### src/rtl/dco_tune_pkg.sv
// Shared encodings for the DCO tuning loop: FSM states, stored error sign, mid-scale helper.
// Latency: none (types and constants only).
// Backpressure: none.
package dco_tune_pkg;

   // FSM encoding is visible on the tune_state output, so the values are fixed.
   typedef enum logic [1:0] {
      ST_IDLE   = 2'd0,
      ST_COARSE = 2'd1,
      ST_FINE   = 2'd2,
      ST_LOCKED = 2'd3
   } tune_state_e;

   // Sign of the last error acted on in COARSE; ZERO means "no history yet".
   typedef enum logic [1:0] {
      SGN_ZERO = 2'd0,
      SGN_POS  = 2'd1,
      SGN_NEG  = 2'd2
   } err_sign_e;

   // Consecutive out-of-range updates that drop LOCKED back to FINE.
   localparam int UnlockCnt = 2;

   // Mid-scale code for a bank of the given width: 2^(width-1).
   function automatic int unsigned mid_scale(input int unsigned width);
      return 32'd1 << (width - 1);
   endfunction

endpackage

### src/rtl/dco_tune_ctrl_if.sv
// Control/status bundle between the frequency-error source and the DCO tuning controller.
// Latency: none (wires only).
// Backpressure: none; err_valid is a fire-and-forget pulse, the controller always accepts it.
interface dco_tune_ctrl_if #(
   parameter int CoarseW = 6,
   parameter int FineW   = 8,
   parameter int ErrW    = 11
);

   logic                      enable;
   logic                      err_valid;
   logic signed [ErrW-1:0]    freq_err;
   logic        [ErrW-2:0]    lock_range;
   logic        [CoarseW-1:0] coarse_code;
   logic        [FineW-1:0]   fine_code;
   logic                      code_update;
   logic                      fll_locked;
   logic        [1:0]         tune_state;

   // Measurement side: drives run control and errors, observes codes and lock.
   modport master (
      output enable, err_valid, freq_err, lock_range,
      input  coarse_code, fine_code, code_update, fll_locked, tune_state
   );

   // Controller side.
   modport slave (
      input  enable, err_valid, freq_err, lock_range,
      output coarse_code, fine_code, code_update, fll_locked, tune_state
   );

endinterface

### src/rtl/dco_lock_det.sv
// Lock hysteresis: counts consecutive in-range updates (FINE) or out-of-range updates (LOCKED).
// Latency: hit outputs are combinational on the qualifying update; count registers on the same edge.
// Backpressure: none; every upd_i is consumed.
module dco_lock_det
   import dco_tune_pkg::*;
#(
   parameter int LockCnt = 4
) (
   input  logic clk,
   input  logic rst,
   input  logic clr_i,
   input  logic upd_i,
   input  logic in_range_i,
   input  logic locked_i,
   output logic lock_hit_o,
   output logic unlock_hit_o
);

   localparam int CntW = $clog2(LockCnt + UnlockCnt);

   logic [CntW-1:0] cnt_q;
   logic [CntW-1:0] cnt_d;
   logic            streak_evt;

   // One counter serves both directions: while locked it tracks misses, otherwise hits.
   assign streak_evt   = locked_i ? !in_range_i : in_range_i;
   assign lock_hit_o   = upd_i && !locked_i && in_range_i &&
                         (cnt_q == CntW'(LockCnt - 1));
   assign unlock_hit_o = upd_i && locked_i && !in_range_i &&
                         (cnt_q == CntW'(UnlockCnt - 1));

   // Next streak count; any break in the streak or a completed transition restarts it.
   always_comb begin
      cnt_d = cnt_q;
      if (clr_i) begin
         cnt_d = '0;
      end else if (upd_i) begin
         if (lock_hit_o || unlock_hit_o || !streak_evt) begin
            cnt_d = '0;
         end else begin
            cnt_d = cnt_q + CntW'(1);
         end
      end
   end

   // Streak counter register.
   always_ff @(posedge clk or posedge rst) begin
      if (rst) begin
         cnt_q <= '0;
      end else begin
         cnt_q <= cnt_d;
      end
   end

endmodule

### src/rtl/dco_tune_ctrl.sv
// DCO coarse/fine capacitor-bank tuning FSM with lock detection; option DCO_TUNE_PROP_STEP_EN adds x4 fine steps.
// Latency: a code change lands on the edge after err_valid, with code_update high for that one cycle.
// Backpressure: none; every err_valid outside IDLE is acted on, enable low overrides everything.
module dco_tune_ctrl
   import dco_tune_pkg::*;
#(
   parameter int CoarseW = 6,
   parameter int FineW   = 8,
   parameter int ErrW    = 11,
   parameter int LockCnt = 4
) (
   input logic            ref_clk,
   input logic            reset,
   dco_tune_ctrl_if.slave tune
);

   localparam logic [CoarseW-1:0] CoarseMid = CoarseW'(mid_scale(CoarseW));
   localparam logic [CoarseW-1:0] CoarseMax = {CoarseW{1'b1}};
   localparam logic [FineW-1:0]   FineMid   = FineW'(mid_scale(FineW));
   localparam logic [FineW-1:0]   FineMax   = {FineW{1'b1}};

   tune_state_e      state_q, state_d;
   err_sign_e        sign_q, sign_d;
   err_sign_e        cur_sign;
   logic [CoarseW-1:0] coarse_q, coarse_d;
   logic [FineW-1:0] fine_q, fine_d;
   logic             code_update_q, code_update_d;

   logic             err_pos;
   logic             err_neg;
   logic             err_zero;
   logic [ErrW:0]    err_ext;
   logic [ErrW:0]    err_abs;
   logic             in_range;
   logic [FineW-1:0] fine_step;
   logic             in_fine_band;
   logic             det_upd;
   logic             det_clr;
   logic             lock_hit;
   logic             unlock_hit;

   // Error classification; magnitude is one bit wider so -2^(ErrW-1) stays positive.
   assign err_neg  = tune.freq_err[ErrW-1];
   assign err_zero = ~|tune.freq_err;
   assign err_pos  = !err_neg && !err_zero;
   assign err_ext  = {tune.freq_err[ErrW-1], tune.freq_err};
   assign err_abs  = err_neg ? (~err_ext + (ErrW+1)'(1)) : err_ext;
   assign in_range = err_abs <= {2'b00, tune.lock_range};
   assign cur_sign = err_pos ? SGN_POS : (err_neg ? SGN_NEG : SGN_ZERO);

`ifdef DCO_TUNE_PROP_STEP_EN
   localparam int PropGain = 4;
   logic big_err;
   // Far outside the window the fine bank moves PropGain LSBs per update.
   assign big_err   = err_abs > {tune.lock_range, 2'b00};
   assign fine_step = big_err ? FineW'(PropGain) : FineW'(1);
`else
   assign fine_step = FineW'(1);
`endif

   // Lock hysteresis only runs while the loop is fine-tuning or locked.
   assign in_fine_band = (state_q == ST_FINE) || (state_q == ST_LOCKED);
   assign det_upd      = tune.enable && tune.err_valid && in_fine_band;
   assign det_clr      = !tune.enable || !in_fine_band;

   dco_lock_det #(
      .LockCnt (LockCnt)
   ) u_lock_det (
      .clk          (ref_clk),
      .rst          (reset),
      .clr_i        (det_clr),
      .upd_i        (det_upd),
      .in_range_i   (in_range),
      .locked_i     (state_q == ST_LOCKED),
      .lock_hit_o   (lock_hit),
      .unlock_hit_o (unlock_hit)
   );

   // Next-state and code update; enable low wins over any measurement in the same cycle.
   always_comb begin
      state_d  = state_q;
      sign_d   = sign_q;
      coarse_d = coarse_q;
      fine_d   = fine_q;
      if (!tune.enable) begin
         state_d = ST_IDLE;
      end else begin
         unique case (state_q)
            ST_IDLE: begin
               // Start each run from fine mid-scale with no sign history.
               state_d = ST_COARSE;
               fine_d  = FineMid;
               sign_d  = SGN_ZERO;
            end
            ST_COARSE: begin
               if (tune.err_valid) begin
                  if (err_zero || (sign_q != SGN_ZERO && cur_sign != sign_q)) begin
                     // Crossed (or hit) the target: hand over to the fine bank as-is.
                     state_d = ST_FINE;
                  end else if (err_pos) begin
                     if (coarse_q != '0) begin
                        coarse_d = coarse_q - CoarseW'(1);
                     end
                  end else begin
                     if (coarse_q != CoarseMax) begin
                        coarse_d = coarse_q + CoarseW'(1);
                     end
                  end
                  sign_d = cur_sign;
               end
            end
            ST_FINE, ST_LOCKED: begin
               if (tune.err_valid) begin
                  if (!in_range) begin
                     if (err_pos) begin
                        if (fine_q == '0) begin
                           // Fine bank exhausted: borrow from coarse unless it is pinned too.
                           if (coarse_q != '0) begin
                              coarse_d = coarse_q - CoarseW'(1);
                              fine_d   = FineMid;
                              state_d  = ST_COARSE;
                              sign_d   = cur_sign;
                           end
                        end else if (fine_q < fine_step) begin
                           fine_d = '0;
                        end else begin
                           fine_d = fine_q - fine_step;
                        end
                     end else begin
                        if (fine_q == FineMax) begin
                           if (coarse_q != CoarseMax) begin
                              coarse_d = coarse_q + CoarseW'(1);
                              fine_d   = FineMid;
                              state_d  = ST_COARSE;
                              sign_d   = cur_sign;
                           end
                        end else if (fine_q > FineMax - fine_step) begin
                           fine_d = FineMax;
                        end else begin
                           fine_d = fine_q + fine_step;
                        end
                     end
                  end
                  // A coarse re-entry takes precedence over lock bookkeeping.
                  if (state_d != ST_COARSE) begin
                     if (state_q == ST_FINE && lock_hit) begin
                        state_d = ST_LOCKED;
                     end else if (state_q == ST_LOCKED && unlock_hit) begin
                        state_d = ST_FINE;
                     end
                  end
               end
            end
            default: state_d = ST_IDLE;
         endcase
      end
   end

   // Pulse whenever either bank actually moves; saturated holds stay silent.
   assign code_update_d = (coarse_d != coarse_q) || (fine_d != fine_q);

   // State, codes and update strobe registers.
   always_ff @(posedge ref_clk or posedge reset) begin
      if (reset) begin
         state_q       <= ST_IDLE;
         sign_q        <= SGN_ZERO;
         coarse_q      <= CoarseMid;
         fine_q        <= FineMid;
         code_update_q <= 1'b0;
      end else begin
         state_q       <= state_d;
         sign_q        <= sign_d;
         coarse_q      <= coarse_d;
         fine_q        <= fine_d;
         code_update_q <= code_update_d;
      end
   end

   assign tune.coarse_code = coarse_q;
   assign tune.fine_code   = fine_q;
   assign tune.code_update = code_update_q;
   assign tune.fll_locked  = (state_q == ST_LOCKED);
   assign tune.tune_state  = state_q;

endmodule

### src/flat_wrapper.sv
// flat-port wrapper written by rule: the top's interface ports become plain ports
module dco_tune_ctrl_flat import dco_tune_pkg::*;
#(
   parameter int CoarseW = 6,
   parameter int FineW   = 8,
   parameter int ErrW    = 11,
   parameter int LockCnt = 4
)
  (ref_clk, reset, tune_enable, tune_err_valid, tune_freq_err, tune_lock_range, tune_coarse_code, tune_fine_code, tune_code_update, tune_fll_locked, tune_tune_state);
  dco_tune_ctrl_if #(.CoarseW(CoarseW), .FineW(FineW), .ErrW(ErrW)) tune_i ();
  input logic ref_clk;
  input logic reset;
  input wire logic [$bits(tune_i.enable)-1:0] tune_enable;
  input wire logic [$bits(tune_i.err_valid)-1:0] tune_err_valid;
  input wire logic [$bits(tune_i.freq_err)-1:0] tune_freq_err;
  input wire logic [$bits(tune_i.lock_range)-1:0] tune_lock_range;
  output wire logic [$bits(tune_i.coarse_code)-1:0] tune_coarse_code;
  output wire logic [$bits(tune_i.fine_code)-1:0] tune_fine_code;
  output wire logic [$bits(tune_i.code_update)-1:0] tune_code_update;
  output wire logic [$bits(tune_i.fll_locked)-1:0] tune_fll_locked;
  output wire logic [$bits(tune_i.tune_state)-1:0] tune_tune_state;
  assign tune_i.enable = tune_enable;
  assign tune_i.err_valid = tune_err_valid;
  assign tune_i.freq_err = tune_freq_err;
  assign tune_i.lock_range = tune_lock_range;
  assign tune_coarse_code = tune_i.coarse_code;
  assign tune_fine_code = tune_i.fine_code;
  assign tune_code_update = tune_i.code_update;
  assign tune_fll_locked = tune_i.fll_locked;
  assign tune_tune_state = tune_i.tune_state;
  dco_tune_ctrl #(.CoarseW(CoarseW), .FineW(FineW), .ErrW(ErrW), .LockCnt(LockCnt)) u_core (.ref_clk(ref_clk), .reset(reset), .tune(tune_i));
endmodule
### config.mk
export PLATFORM = sky130hd
export DESIGN_NAME = dco_tune_ctrl_flat
export DESIGN_NICKNAME = d
export VERILOG_FILES = /design/src/rtl/dco_tune_pkg.sv /design/src/rtl/dco_tune_ctrl_if.sv /design/src/rtl/dco_lock_det.sv /design/src/rtl/dco_tune_ctrl.sv /design/src/flat_wrapper.sv
export SDC_FILE = /design/constraint.sdc
export NUM_CORES = 1
export LEC_CHECK = 0
export BUFFER_PORTS_ARGS = -buffer_cell sky130_fd_sc_hd__buf_2
export CORE_MARGIN = 5
export CORE_UTILIZATION = 35
export DETAILED_ROUTE_END_ITERATION = 7
export PLACE_DENSITY_LB_ADDON = 0.12
export SYNTH_ARGS = -nofsm -noshare
export SYNTH_HDL_FRONTEND = slang
export SYNTH_SLANG_ARGS = --single-unit
### constraint.sdc
create_clock -name ref_clk -period 2.6 [get_ports ref_clk]
set_clock_uncertainty 0.1 [all_clocks]
set_input_delay 0.13 -clock ref_clk [delete_from_list [all_inputs] [get_ports ref_clk]]
set_output_delay 0.13 -clock ref_clk [all_outputs]
set_load 0.02 [all_outputs]
==> impl_metrics.toml <==
[route]
vias = 3808
ant_nets = 0
post_drt_wl_per_cell_um = 17.1
detailedRoute.firstPassIterationCount = 5
drc = 0
routed_wirelength_mm = 11.1
vias_per_cell = 5.85
drtIter0Drc = 242

[die]
core_um2 = 8180
die_area_um2 = 10200
io_pins = 43
initial_core_util_pct = 35.6
die_h_um = 101
dieWidth_um = 101
num_rows = 33

[synthesis]
synth.avg_cell_area_um2 = 7.09
syn_nets = 455
ys_seq_area_share_pct = 19.0
netlist_instances = 411
synth_area_um2 = 2910
yosys_warnings = 0
synth_edf_count = 0
postSynthRegisterBits = 22
synthFlopType = "dfrtp_1"
async_flop_share_pct = 100
synth_cell_types = 61

[flow_run]
cap_violations = 0

[sta]
timing.hold.ws_ns = -0.0301
fmax_mhz = 332
slew_headroom_pct = 33.6
finalCriticalPeriod_ns = 3.02
worstMarginPinSlew_ns = 0.995
setup_violations = 22
finalCritPeriodShare_pct = 116
fin_ws_ns = -0.416
rsz0062_at_grt = "true"
drv_slew = 0
finalHoldViolCount = 20

[finish]
diodes = 0
final_common_cell = "buf_4"
finalNetCount = 591
final_cells = 651
layout_common_cells = "buf_4, buf_2, nand2_1, inv_1, nor2_1"
syn_to_final_growth_pct = 53.4
filler_cell_count = 778
fin_area_um2 = 4470
drive_gt1_share_pct = 38.3

[grt]
grt_pass1_vias = 3745
grt_max_degree = 23
grt_overflow_total = 0
grt_pass1_wl_mm = 17.8
grt_usage_pct = 21.1
antenna_found_initial = 0

[outcome]
outcome = "complete, but fails checks"
violations = "negative hold slack, negative setup slack"

[cts]
clkLatencyLatePin_ns = 0.28
cts_made_buffers = 3
tritoncts = "built"
cts_max_path_buffers = 2
root_buffer = "clkbuf_8"
cts_sinks = 22
clk_pin_slew_worst_paths_ns = 0.10
cts_hold_buf = 0
cts-htree-levels = 1

[power_and_ir_drop]
p_leak_nw = 1.97
power.density_nw_per_um2 = 496
vdd_ir_drop_max_mv = 0.330

[placed_design]
dp_slack_ns = -0.822
hpwl_mm = 8.39
gp_congestion = 0.912
port_buffers = 42
postPlaceCellArea_um2 = 3980
placedCellCount = 631

[critical_path]
criticalPathCategory = "in2reg"
worstSetupStartpoint = "tune_freq_err[0]"
required_ns = 2.71
end_kind = "register"
worst_r2r_startpoint = "u_core.tune.coarse_code[0]"
crit_fanout = 4
startpoint_type = "primary input"
arrival_ns = 3.13

[hold_path]
hp-class = "in2async"
kinds of logic (layout without fill, tap and decap cells):
| family | count (synthesis) | after routing | synth area share (%) |
|---|---|---|---|
| simple gates | 157 | 157 | 27.7 |
| compound gates | 142 | 142 | 32.4 |
| buf+inv | 53 | 188 | 6.96 |
| flops | 22 | 22 | 19.0 |
| fa+ha+maj | 19 | 19 | 8.16 |
| xor+xnor | 12 | 12 | 3.61 |
| mux | 6 | 6 | 2.15 |
path summary, 6_finish.rpt:
check                      cells past startpoint  slack (ns)                          to
setup / recovery                              14       -0.42     u_core.tune.code_update
max in group asynchronous                      2        1.82    u_core.tune.fine_code[3]
hold reg to reg                                2        0.39  u_core.u_lock_det.cnt_q[2]
setup reg to reg                               8       -0.13     u_core.tune.code_update
min in group ref_clk                           2        0.14   u_core.tune.tune_state[1]
hold / removal                                 2       -0.03            u_core.sign_q[0]
critical path, stage by stage:
cell,delay [ns]
buf_8,0.11
clkinv_8,0.04
ha_4,0.12
or4b_4,0.47
o41ai_4,0.31
xnor2_1,0.12
ha_1,0.37
nand2_2,0.09
buf_6,0.13
a2111o_1,0.30
nand4_1,0.17
a41o_1,0.23
or4b_1,0.45
nand4_1,0.09
power by group:
| part | switching, mW | total, mW | leakage, nW | internal (mW) |
|---|---|---|---|---|
| sequential | 0.0664 | 0.469 | 0.279 | 0.403 |
| clock | 0.138 | 0.344 | 0.0357 | 0.206 |
| combinational | 0.811 | 1.41 | 1.66 | 0.594 |
| total | 1.02 | 2.22 | 1.97 | 1.20 |
final cells by class:
type	count	area (um2)	area share [%]
Clock inverter	1	30.0	0.672
Clock buffer	3	41.3	0.924
Timing Repair Buffer	152	1110	24.8
Sequential cell	22	553	12.4
Tap cell	105	131	2.94
Inverter	32	145	3.25
Multi-Input combinational cell	336	2460	55.0
what timing repair did:
item | 4_1_cts | 5_1_grt
pin swaps | 32 | 12
gates cloned | 0 | 0
resized for setup | 48 | 16
buffers inserted | 9 | 8
setup endpoints to repair | 22 | 22
routing by layer:
layer	global-route usage [%]	wire length, um
met3	2.89	609
met1	28.0	4890
met2	35.8	5400
met5	0	0
met4	6.34	252
flip-flops by register name, indices dropped and copies added, names as in the netlist:
name / flops
u_core.tune.tune_state: 2
u_core.tune.coarse_code: 6
u_core.tune.code_update: 1
u_core.u_lock_det.cnt_q: 3
u_core.sign_q: 2
u_core.tune.fine_code: 8
cells in the mapped netlist (all sizes together) (4+ instances only):
| master | count | share of area, % |
|---|---|---|
| xnor2 | 10 | 3.0 |
| ha | 19 | 8.2 |
| o21a | 6 | 1.5 |
| o211ai | 8 | 2.1 |
| nor2 | 27 | 3.5 |
| or3 | 4 | 0.86 |
| a211oi | 6 | 1.5 |
| and3 | 5 | 1.1 |
| o31ai | 15 | 4.3 |
| dfrtp | 20 | 17 |
| nor4 | 6 | 1.3 |
| nand2b | 7 | 1.5 |
| nor3 | 13 | 2.2 |
| inv | 32 | 4.1 |
| clkbuf | 18 | 2.3 |
| a21oi | 33 | 5.7 |
| nand4 | 11 | 2.4 |
| a31oi | 11 | 2.4 |
| o22ai | 6 | 1.3 |
| nand3 | 22 | 3.8 |
| nand2 | 43 | 5.5 |
| mux2i | 4 | 1.4 |
| o21ai | 29 | 5.0 |
stage by stage:
stage	utilization (%)	power, mW	hold WS (ns)	TNS [ns]
5_1_grt	54.7	2.36	0.0724	-11.01
2_1_floorplan	-	1.22	0.0177	-7.81
3_3_place_gp	48.7	1.72	0.308	-14.22
4_1_cts	53.0	2.16	0.000498	-4.58
6_report	54.7	2.22	-0.0301	-7.35
3_5_place_dp	48.7	1.72	0.306	-15.60
Note: power is estimated with default switching activity, not from simulation.
